## src/rtl/data_cache_ctrl.sv

```systemverilog
// data_cache_ctrl: direct-mapped, write-through, no-write-allocate data cache with line refill.
module data_cache_ctrl #(
  parameter int DATA_WIDTH = 32,
  parameter int SETS = 4,
  parameter int WORDS = 4
) (
  input  logic                  clk,
  input  logic                  rst_n,
  input  logic                  cpu_valid,
  input  logic                  cpu_we,
  input  logic                  cpu_byte,
  input  logic [DATA_WIDTH-1:0] cpu_addr,
  input  logic [DATA_WIDTH-1:0] cpu_wdata,
  input  logic                  flush,
  output logic [DATA_WIDTH-1:0] cpu_rdata,
  output logic                  cpu_stall,
  output logic                  mem_req,
  output logic                  mem_we,
  output logic [DATA_WIDTH-1:0] mem_addr,
  output logic [DATA_WIDTH-1:0] mem_wdata,
  output logic [3:0]            mem_wstrb,
  input  logic                  mem_ack,
  input  logic [DATA_WIDTH-1:0] mem_rdata,
  output logic [31:0]           hit_count,
  output logic [31:0]           miss_count
);
  localparam int IB = $clog2(SETS);
  localparam int OB = $clog2(WORDS);
  localparam int TB = DATA_WIDTH - IB - OB - 2;
  typedef enum logic [1:0] {IDLE, FILL, WRITE} state_t;
  state_t state, state_nxt;
  logic [OB-1:0] beat;
  logic [SETS-1:0] valid;
  logic pend;
  logic [TB-1:0] tag_store [SETS];
  logic [DATA_WIDTH-1:0] data [SETS][WORDS];
  logic [TB-1:0] tag;
  logic [IB-1:0] set;
  logic [OB-1:0] word;
  logic [1:0] lane;
  logic hit, last, done, clear_all, hit_inc, miss_inc;
  logic [DATA_WIDTH-1:0] word_data, wdata_bus, merged;
  logic [7:0] byte_data;
  logic [3:0] strb;
  assign tag       = cpu_addr[DATA_WIDTH-1 -: TB];
  assign set       = cpu_addr[IB+OB+1 -: IB];
  assign word      = cpu_addr[OB+1:2];
  assign lane      = cpu_addr[1:0];
  assign hit       = cpu_valid & valid[set] & (tag_store[set] == tag);
  assign word_data = data[set][word];
  assign byte_data = word_data[{lane, 3'b000} +: 8];
  assign wdata_bus = cpu_byte ? {(DATA_WIDTH/8){cpu_wdata[7:0]}} : cpu_wdata;
  assign strb      = cpu_byte ? 4'b0001 << lane : 4'b1111;
  assign last      = mem_ack & (beat == OB'(WORDS - 1));
  assign done      = (state == FILL & last) | (state == WRITE & mem_ack);
  // A flush raised mid-transaction waits for the return to IDLE so the fill update cannot revalidate a line.
  assign clear_all = (state == IDLE & flush) | (done & (pend | flush));
  assign hit_inc   = (state == IDLE & cpu_valid & ~cpu_we & hit) | (state == WRITE & mem_ack & hit);
  assign miss_inc  = state == IDLE & cpu_valid & ~cpu_we & ~hit;
  always_comb begin
    merged = word_data;
    for (int i = 0; i < 4; i++)
      merged[8*i +: 8] = strb[i] ? wdata_bus[8*i +: 8] : word_data[8*i +: 8];
  end
  always_ff @(posedge clk or negedge rst_n)
    if (!rst_n) state <= IDLE;
    else state <= state_nxt;
  always_comb begin
    state_nxt = state;
    if (state == IDLE)
      state_nxt = (cpu_valid & cpu_we) ? WRITE : (cpu_valid & ~hit) ? FILL : IDLE;
    else if (done)
      state_nxt = IDLE;
  end
  always_comb begin
    cpu_rdata = cpu_byte ? {{(DATA_WIDTH-8){1'b0}}, byte_data} : word_data;
    cpu_stall = rst_n & ((state == FILL) | (state == WRITE & ~mem_ack) |
                         (state == IDLE & cpu_valid & (cpu_we | ~hit)));
    mem_req   = state == FILL | state == WRITE;
    mem_we    = state == WRITE;
    mem_addr  = (state == FILL) ? {cpu_addr[DATA_WIDTH-1:OB+2], beat, 2'b00} :
                (state == WRITE) ? {cpu_addr[DATA_WIDTH-1:2], 2'b00} : '0;
    mem_wdata = (state == WRITE) ? wdata_bus : '0;
    mem_wstrb = (state == WRITE) ? strb : 4'b0000;
  end
  always_ff @(posedge clk or negedge rst_n)
    if (!rst_n) begin
      beat       <= '0;
      valid      <= '0;
      pend       <= 1'b0;
      hit_count  <= '0;
      miss_count <= '0;
    end else begin
      beat       <= (state == FILL) ? beat + OB'(mem_ack) : '0;
      pend       <= done ? 1'b0 : (state != IDLE & flush) ? 1'b1 : pend;
      hit_count  <= hit_count + 32'(hit_inc & ~&hit_count);
      miss_count <= miss_count + 32'(miss_inc & ~&miss_count);
      if (clear_all) valid <= '0;
      else if (state == FILL & last) valid[set] <= 1'b1;
    end
  always_ff @(posedge clk) begin
    if (state == FILL & mem_ack) data[set][beat] <= mem_rdata;
    if (state == FILL & last) tag_store[set] <= tag;
    if (state == WRITE & mem_ack & hit) data[set][word] <= merged;
  end
endmodule

```

## config.mk

```make
export PLATFORM = sky130hd
export DESIGN_NAME = data_cache_ctrl
export DESIGN_NICKNAME = d
export VERILOG_FILES = /design/src/rtl/data_cache_ctrl.sv
export SDC_FILE = /design/constraint.sdc
export NUM_CORES = 1
export LEC_CHECK = 0
export CAP_MARGIN = 5
export CORE_AREA = 2 2 278 280
export CTS_CLUSTER_SIZE = 8
export DETAILED_ROUTE_END_ITERATION = 12
export DIE_AREA = 0 0 280 282
export HOLD_SLACK_MARGIN = 0.06
export SYNTH_ARGS = -nofsm -noshare
export SYNTH_HDL_FRONTEND = slang
export SYNTH_SLANG_ARGS = --single-unit
```

## constraint.sdc

```tcl
create_clock -name clk -period 5.2 [get_ports clk]
set_input_delay 1.04 -clock clk [delete_from_list [all_inputs] [get_ports clk]]
set_output_delay 1.04 -clock clk [all_outputs]
set_load 0.005 [all_outputs]
```

==> metrics.md <==
| Metric | Value |
|---|---|
| Top_reg_cell synth | edfxtp_1 |
| Number of buffers added on ports | around 270 |
| N_diodes | 0 |
| Cts bufs inserted | 96 |
| Routed met3 length | 7.44 mm |
| Vias/cell | 5.71 |
| GPL Wtd Cong | roughly 0.85 |
| Most common cell in the netlist | edfxtp_1 |
| Combinational fraction of design power | 12.8% |
| Die extent in y | approximately 280 µm |
| Startpoint Class | input pin |
| Crit path max fanout | 28 |
| Post-CTS Hold Buffers | 0 |
| Clk root buf | clkbuf_16 |
| Final core area utilization | roughly half |
| VDD IR max | approximately 0.00024 V |
| Post-CTS Setup Bufs | 0 |
| Top cell type's share of synthesized area | between 60% and 70% |
| DR vias | 17500 |
| Post-DR wirelength/cell | roughly 27 µm |
| P_sw | about 3.1 mW |
| Most frequent cells after synthesis | edfxtp_1 (616), mux4_2 (169), mux2_2 (145) |
| Post-CTS Resized | 0 |
| Post-synthesis cell area | 30100 µm² |
| Die Area | a little under 80000 µm² |
| Worst slew pin tran | approximately 1.0 ns |
| Congestion Overflow GR | 0 |
| Final #Nets | between 2000 and 2500 |
| Core area | 75700 µm² |
| Met2 wire length | approximately 39 mm |
| Reg-to-Reg Start | tag_store[2][22] |
| Vias in the first global route | 18000 |
| Layout cells sized above 1 | between 20% and 30% |
| Post-route DRC | 0 |
| Metal-1 WL | 34.1 mm |
| CTS tree | built |
| FFs w/ async S/R, synth | between 10% and 20% |
| Netlist cell types | between 50 and 60 |
| CP Class | in2out |
| Sequential share of power | a little under half |
| Worst slew margin | a little under a third |
| Area of the multi-input gates | ~9500 µm² |
| Hold Path Class | reg2reg |
| Highest routed layer | met5 |
| Setup violations, final | 0 |
| Synth Instances | around 1700 |
| Sequential area share after synthesis | roughly two thirds |
| Minimum clock period | between 5 and 6 ns |
| Clock Tree Buf Depth | 3 |
| Leading area contributor after synthesis | edfxtp_1 |
| LEAKAGE | between 10 and 15 nW |
| H-tree lvl count | 3 |
| Setup crit end kind | output pin |
| MaxCap Viol Count | 0 |
| Unrepaired setup endpoints after global routing | no |
| Skew-Pair Late Insertion Delay | roughly 0.64 ns |
| Initial DRC Count | 1781 |
| Clock sink total | around 690 |
| Cell depth of the worst flop-to-flop path | 16 |
| Global-route wire length before repair | roughly 120 mm |
| Hold path endpoint | hit_count[29] |
| Initial antenna violation count | 9 |
| Sw frac | a little under a quarter |
| Final Instance Area | ~37000 µm² |
| DR pass1 iterations | 8 |
| Hold path depth | 1 |
| Arrival time at the worst endpoint | 3.97 ns |
| Synthesized area per cell | 17.9 µm² |
| Slew Viols, Final | 0 |
| Fillers | about 6300 |
| Fin. Hold Viols | 0 |
| CP required | 4.16 ns |
| Routed WL | approximately 83 mm |
| Final ANT Viol Nets | 0 |
| R2R Path End | hit_count[31] |
| Area contributors post-synth | edfxtp_1 (61%), mux4_2 (13%), dfrtp_1 (6.1%) |
| Hold wc startpoint | hit_count[29] |
| Gr usage total | a little over a fifth |
| Number of enable flip-flop cells after synthesis | 616 |
| Flip-flop and latch area | slightly above 20000 µm² |
| F_max | around 0.20 GHz |
| Row cnt | between 100 and 150 |
| Setup Skew | 0.0176 ns |
| Clock power frac | 41.4% |
| Starting Density | between 30% and 40% |
| Largest net degree at the start of global routing | 74 |
| Chip width | approximately 280 µm |
| Internal power | between 10 and 15 mW |
| Tcrit/Tclk final | between 90 and 100% |
| Final hold slack | around 0.48 ns |
| Reg clk slew, reported paths | 0.05 ns |
| PD cells | ~360 nW/µm² |
| IO Pins | 270 |
| Placement Cell Area | 34700 µm² |
| #FFs+latches synth | just under 700 |
| Status | completed |
| Worst R2R Setup Slack | roughly 1.3 ns |
| Synth warn | 0 |
| Setup TNS | 0 ns |
| Post-DP HPWL | 51.3 mm |
| Area Overhead vs Synth | 24.3% |
## cell type report
class                      count  area share (%)
tap                          978            3.27
timing repair buffer         359            9.84
inverter                      10           0.100
clock buffer                 120            6.86
clock inverter                 5           0.214
multi-input combinational    899            25.3
sequential                   689            54.4
## critical path, cell delays in order
cell and delay [ns]:
buf_8 0.20, buf_12 0.23, buf_12 0.28, mux4_2 0.55
mux4_2 0.58, mux2_2 0.31, o22ai_1 0.14, a21oi_1 0.10
clkdlybuf4s50_1 0.51
## sequential cells by signal, summed over array words and instances (netlist names)
name        count
beat            2
valid           4
hit_count      32
pend            1
state           2
data          512
miss_count     32
tag_store     104
## cells by family (layout without fill, tap and decap cells)
logic type,after synthesis,count (layout),share of synthesized area [%]
XOR/XNOR,83,83,2.42
buffers and inverters,97,494,1.73
AO/OA/AOI/OAI,123,123,2.64
other,1,2,0.0125
multiplexers,342,342,19.4
AND/OR/NAND/NOR,340,340,5.87
flip-flops,689,689,67.6
adder cells (fa/ha/maj),9,9,0.374
## worst max path at each step
stage                start       endpoint  slack, ns  cells past startpoint
2_1_floorplan  cpu_addr[4]     data[0][0]       0.02                      9
3_3_place_gp   cpu_addr[4]   cpu_rdata[7]       0.22                      9
3_5_place_dp   cpu_addr[4]  hit_count[31]       0.21                     17
4_1_cts        cpu_addr[4]   cpu_rdata[7]       0.17                      9
5_1_grt        cpu_addr[4]   cpu_rdata[7]       0.10                      9
6_report       cpu_addr[4]   cpu_rdata[7]       0.19                      9
## power by group through the flow
stage / Sequential (mW) / Clock (mW) / Combinational (mW)
6_report: 6.19 / 5.60 / 1.73
5_1_grt: 6.19 / 5.94 / 1.86
4_1_cts: 6.19 / 5.72 / 1.75
3_5_place_dp: 6.29 / 0 / 1.73
3_3_place_gp: 6.29 / 0 / 1.72
2_1_floorplan: 6.28 / 0 / 0.783
## layout by cell type (no fill, tap or decap), drive strengths merged, types with 6 or more instances in the layout
cell type      instances
edfxtp               616
ha                     9
inv                   10
nand2b                29
nor3                   9
xnor2                 49
mux2                 145
nand3                 30
a31oi                 26
nor2                  63
a21boi                27
mux2i                 21
nand4                 14
mux4                 176
nor2b                 56
o22ai                 18
nand2                 92
buf                   98
a21oi                 32
and2                  13
clkbuf               120
clkdlybuf4s50        261
dfrtp                 73
and3                  12
xor2                  34
nor4                   6
## metrics by stage
step                cells  total power [mW]  setup slack [ns]
global placement     2935              8.01             0.224
floorplan            1685              7.07            0.0228
finish               3060              13.5             0.187
detailed placement   2935              8.03             0.205
CTS                  3060              13.7             0.170
global route         3060              14.0             0.104
## layer usage
metal  up-vias  GRT usage, %
met5         -         0.977
met4         6          6.46
met3       128          4.71
met2       848          34.5
met1      9071          28.6
li1       7416             -
Power figures use the tool's default switching activity.
